## src/rtl/stq_followingld_init_ctrl.sv

```systemverilog
// stq_followingld_init_ctrl: zeroes the following-load RAM over active partitions, then forwards dispatch writes.
module stq_followingld_init_ctrl #(
  parameter int DEPTH     = 16,
  parameter int INDEX     = 4,
  parameter int WIDTH     = 8,
  parameter int NUM_PORTS = 4,
  parameter int NUM_PARTS = 4
) (
  input  logic                       clk,
  input  logic                       reset,
  input  logic                       reinit_i,
  input  logic [NUM_PORTS-1:0]       laneActive_i,
  input  logic [NUM_PARTS-1:0]       partActive_i,
  input  logic [NUM_PORTS-1:0]       dispWe_i,
  input  logic [NUM_PORTS*INDEX-1:0] dispAddr_i,
  input  logic [NUM_PORTS*WIDTH-1:0] dispData_i,
  output logic [NUM_PORTS-1:0]       ramWe_o,
  output logic [NUM_PORTS*INDEX-1:0] ramAddr_o,
  output logic [NUM_PORTS*WIDTH-1:0] ramData_o,
  output logic                       ready_o,
  output logic                       stall_o,
  output logic                       collision_o
);
  localparam int PS = DEPTH / NUM_PARTS;
  typedef enum logic {INIT, READY} state_t;
  state_t state, state_nxt;
  logic [INDEX-1:0] cnt, cnt_nxt, next_addr;
  logic cur_on, have_next, coll_nxt;
  logic [NUM_PORTS-1:0] fwd, we_nxt;
  logic [NUM_PORTS*INDEX-1:0] addr_nxt;
  logic [NUM_PORTS*WIDTH-1:0] data_nxt;

  function automatic logic part_on(input logic [INDEX-1:0] a, input logic [NUM_PARTS-1:0] m);
    part_on = 1'b0;
    for (int p = 0; p < NUM_PARTS; p++)
      if (int'(a) / PS == p) part_on = m[p];
  endfunction

  always_comb begin
    cur_on = part_on(cnt, partActive_i);
    have_next = 1'b0;
    next_addr = '0;
    // lowest active partition above the current one, unless cnt can simply step within its own
    for (int p = NUM_PARTS-1; p >= 0; p--)
      if (p > int'(cnt) / PS && partActive_i[p]) begin
        have_next = 1'b1;
        next_addr = INDEX'(p * PS);
      end
    if (cur_on && int'(cnt) % PS != PS-1) begin
      have_next = 1'b1;
      next_addr = cnt + 1'b1;
    end
    for (int k = 0; k < NUM_PORTS; k++)
      fwd[k] = dispWe_i[k] & laneActive_i[k] & part_on(dispAddr_i[k*INDEX +: INDEX], partActive_i);
    state_nxt = state;
    cnt_nxt = cnt;
    we_nxt = '0;
    addr_nxt = '0;
    data_nxt = '0;
    coll_nxt = 1'b0;
    if (state == INIT) begin
      if (reinit_i) cnt_nxt = '0;
      else begin
        we_nxt[0] = cur_on;
        addr_nxt[INDEX-1:0] = cnt;
        cnt_nxt = have_next ? next_addr : '0;
        state_nxt = have_next ? INIT : READY;
      end
    end else begin
      addr_nxt = dispAddr_i;
      data_nxt = dispData_i;
      for (int k = 0; k < NUM_PORTS; k++) begin
        we_nxt[k] = fwd[k];
        for (int j = k + 1; j < NUM_PORTS; j++)
          if (fwd[k] && fwd[j] && dispAddr_i[k*INDEX +: INDEX] == dispAddr_i[j*INDEX +: INDEX]) begin
            we_nxt[k] = 1'b0;
            coll_nxt = 1'b1;
          end
      end
      if (reinit_i) begin
        state_nxt = INIT;
        cnt_nxt = '0;
      end
    end
  end

  always_ff @(posedge clk or negedge reset)
    if (!reset) begin
      state <= INIT;
      cnt <= '0;
      ramWe_o <= '0;
      ramAddr_o <= '0;
      ramData_o <= '0;
      collision_o <= 1'b0;
    end else begin
      state <= state_nxt;
      cnt <= cnt_nxt;
      ramWe_o <= we_nxt;
      ramAddr_o <= addr_nxt;
      ramData_o <= data_nxt;
      collision_o <= coll_nxt;
    end

  assign ready_o = state == READY;
  assign stall_o = ~ready_o;
endmodule
```

## config.mk

```make
export PLATFORM = sky130hd
export DESIGN_NAME = stq_followingld_init_ctrl
export DESIGN_NICKNAME = d
export VERILOG_FILES = /design/src/rtl/stq_followingld_init_ctrl.sv
export SDC_FILE = /design/constraint.sdc
export NUM_CORES = 1
export LEC_CHECK = 0
export ABC_AREA = 1
export BUFFER_PORTS_ARGS = -buffer_cell sky130_fd_sc_hd__buf_4
export CORE_AREA = 2 2 110 112
export DETAILED_ROUTE_END_ITERATION = 10
export DIE_AREA = 0 0 112 114
export REMOVE_ABC_BUFFERS = 1
export SYNTH_ARGS = -nofsm -noshare
export SYNTH_HDL_FRONTEND = slang
export SYNTH_SLANG_ARGS = --single-unit
```

## constraint.sdc

```tcl
create_clock -name clk -period 1.2 [get_ports clk]
set_input_delay 0.12 -clock clk [delete_from_list [all_inputs] [get_ports clk]]
set_output_delay 0.12 -clock clk [all_outputs]
set_load 0.02 [all_outputs]
```

==> results.toml <==
[grt]
grt_overflow = 0
grt_max_degree = 33
grt_first_pass_wirelength_um = 12900
antenna_found_initial = 0
grt_pass1_vias = 2656
track_usage = 0.130

[timing]
max_freq_mhz = 811
max_slew_margin = 0.750
fin_crit_ps = 1230
fin_crit_sh = 1.03
finClkSkew_ps = 4.82
finalSetupViolCount = 4
drv_slew = 0
layout_setup_ws_ps = -32.8
hold_slack_ps = 7.11
rsz0062_at_grt = "yes"
hold_violations = 0
worst_pin_slew_ps = 375

[final_layout]
multi_input_area_mm2 = 0.00104
area_delta_synth_final_pct = 62.3
stdcell_area_mm2 = 0.00459
nFillCells = 1209
antenna_cells = 0
seqCellArea_mm2 = 0.00146
drive_gt1_frac = 0.378
fin_nets = 578

[floorplan]
start_util = 0.241
fp.coreArea_mm2 = 0.0117
die_h_um = 114
die_w_um = 112
fp-row-count = 40
ios = 118
dieArea_mm2 = 0.0128

[logic_synthesis]
synth.distinct_cells = 30
seq_area_frac_synth = 0.514
syn_avg_cell_area_um2 = 8.01
yosys_warnings = 0
synth_seq_cells = 58
netlist_area_mm2 = 0.00283
synth_cells = 353

[detailed_routing]
wl_per_cell_um = 12.3
drc = 0
drtIter0Drc = 170
ant_nets = 0
firstDrtPassIters = 4
wirelength_um = 8210
vias = 2702
drt-vias-per-instance = 4.06

[clock_network]
insertion_delay_ps = 320
tritoncts = "done"
cts_buffers = 9
cts_buffer_depth = 2
htreeDepth = 3
clock-sinks = 58
cts-root-buf = "clkbuf_16"
clkTransAtPathRegs_ps = 50

[pwr]
vdd_drop_max_uv = 787
p_per_area_mw_per_mm2 = 1530
power.total_mw = 7.04
leakagePower_nw = 2.76

[worst_setup_path]
crit_type = "reg -> reg"
end_kind = "flip-flop"
regToRegSetupSlack_ps = -30
worst-path-buf-inv = 0
cp_max_fo = 7
worst_ep_arrival_time_ps = 1440
cp.required_ps = 1410
critPathLaunchType = "flip-flop"
cp_top_family = "simple AND/OR/NAND/NOR gates"
slowest_delay_ps = 450
worstReg2RegEnd = "cnt[2]"
path_cells = "nor2_2 > nand2_1 > nand2_2 > nand2_4 > nand2_4 > nand3_2 > nand3_2 > nand2_2"
slowest_stage = "dfrtp_2"
reg2reg_from = "cnt[3]"
reg2regPathDepth = 8

[hold_path]
hold_class = "in -> reg"
hold_depth = 3
worstHoldEndpoint = "ramData_o[25]"
hold_start = "dispData_i[25]"

[placement]
place_area_mm2 = 0.00386
io_buffer_count = 117
dp_hpwl_um = 5830
place.gp.congestion = 0.812

[run_status]
violations = "setup timing"
status = "complete, but fails checks"

[job]
maxCapViolCount = 0
registers in the layout (all words and copies together) (netlist names):
signal,flops
ramAddr_o,16
ramData_o,32
cnt,4
ready_o,1
collision_o,1
ramWe_o,4
per-stage QoR:
step,instances,TNS (ps),util,setup WS (ps)
after floorplan,340,-19640,-,-830
after global placement,608,0,0.330,28.6
after detailed placement,608,-81.4,0.330,-66.9
after CTS,663,-7.59,0.388,-7.59
after global routing,665,-482,0.392,-95.9
final,665,-80.9,0.392,-32.8
kinds of logic (layout without fill, tap and decap cells):
family,after synthesis,after routing,share of synthesized area
AOI/OAI and AO/OA,15,15,0.0367
xor gates and xnor gates,11,11,0.0341
adders and majority gates,1,1,0.00443
buffers and inverters,88,253,0.130
DFF,58,58,0.514
and+or+nand+nor,180,180,0.281
power breakdown:
part	internal [mW]	switching [mW]	total [mW]	leakage [nW]
clock network	1.37	0.824	2.19	0.129
registers	2.26	0.178	2.44	0.793
logic	1.12	1.29	2.42	1.84
final cells by class:
| class | instances | area share |
|---|---|---|
| clock buffer | 11 | 0.0507 |
| clock inverter | 4 | 0.00436 |
| inverter | 75 | 0.0624 |
| multi-input combinational | 207 | 0.227 |
| sequential | 58 | 0.317 |
| tap | 147 | 0.0401 |
| timing repair buffer | 163 | 0.298 |
synthesized netlist by cell type:
cell type | instances | area (µm²)
a211oi_1 | 1 | 7.51
a21boi_2 | 1 | 11.3
a21oi_1 | 1 | 5.00
a21oi_2 | 2 | 17.5
and3_1 | 1 | 6.26
buf_1 | 4 | 15.0
buf_2 | 4 | 20.0
buf_4 | 2 | 15.0
buf_6 | 3 | 33.8
dfrtp_1 | 58 | 1450
ha_1 | 1 | 12.5
inv_1 | 64 | 240
inv_2 | 10 | 37.5
inv_4 | 1 | 6.26
nand2_1 | 125 | 469
nand2_2 | 8 | 50.1
nand2_4 | 2 | 22.5
nand3_1 | 15 | 75.1
nand3_2 | 3 | 30.0
nand4_1 | 5 | 31.3
nor2_1 | 14 | 52.6
nor2_2 | 4 | 25.0
nor2_4 | 2 | 22.5
nor3_2 | 1 | 10.0
o211ai_1 | 1 | 7.51
o211ai_2 | 1 | 12.5
o21ai_0 | 6 | 30.0
o22ai_1 | 2 | 12.5
xnor2_1 | 6 | 52.6
xor2_1 | 5 | 43.8
layer usage:
metal  up-vias  GRT usage  wire [µm]
met3        16     0.0266        489
li1       1356          -          -
met4         0     0.0642        202
met1      1224      0.165       3580
met2       106      0.214       3940
met5         -          0          0
repair_timing:
action | CTS | global route
hold buffers | 30 | 0
setup endpoints to repair | 4 | 9
buffers inserted | 9 | 2
gates resized for setup | 9 | 11
cloned | 1 | 0
pin swaps | 4 | 4
endpoints found under the hold margin | 55 | 0
placed cells by master (no fill, tap or decap), types with 3 or more instances in the layout:
cell,n
buf_4,126
buf_6,3
clkbuf_16,9
clkinv_2,4
dfrtp_1,55
dfrtp_2,3
dlygate4sd3_1,30
inv_1,62
inv_2,11
nand2_1,121
nand2_2,12
nand3_1,12
nand3_2,6
nand4_1,5
nor2_1,12
nor2_2,6
o21ai_0,6
xnor2_1,6
xor2_1,5
worst reg2reg max path, cell delays in order, from the launching register on:
cell and delay (ps):
dfrtp_2 450, nor2_2 140, nand2_1 90, nand2_2 80, nand2_4 70, nand2_4 90, nand3_2 70, nand3_2 80
nand2_2 50
worst max path at each step:
stage                       start         end  slack, ps  cells past startpoint
after floorplan           ready_o  ramWe_o[1]       -830                      4
after global placement     cnt[2]      cnt[3]         30                     10
after detailed placement   cnt[2]      cnt[2]        -70                      8
after CTS                  cnt[3]      cnt[2]         -8                      8
after global routing       cnt[2]      cnt[3]       -100                      7
final                      cnt[3]      cnt[2]        -30                      8
No activity file was read; power rests on OpenSTA's default activity.
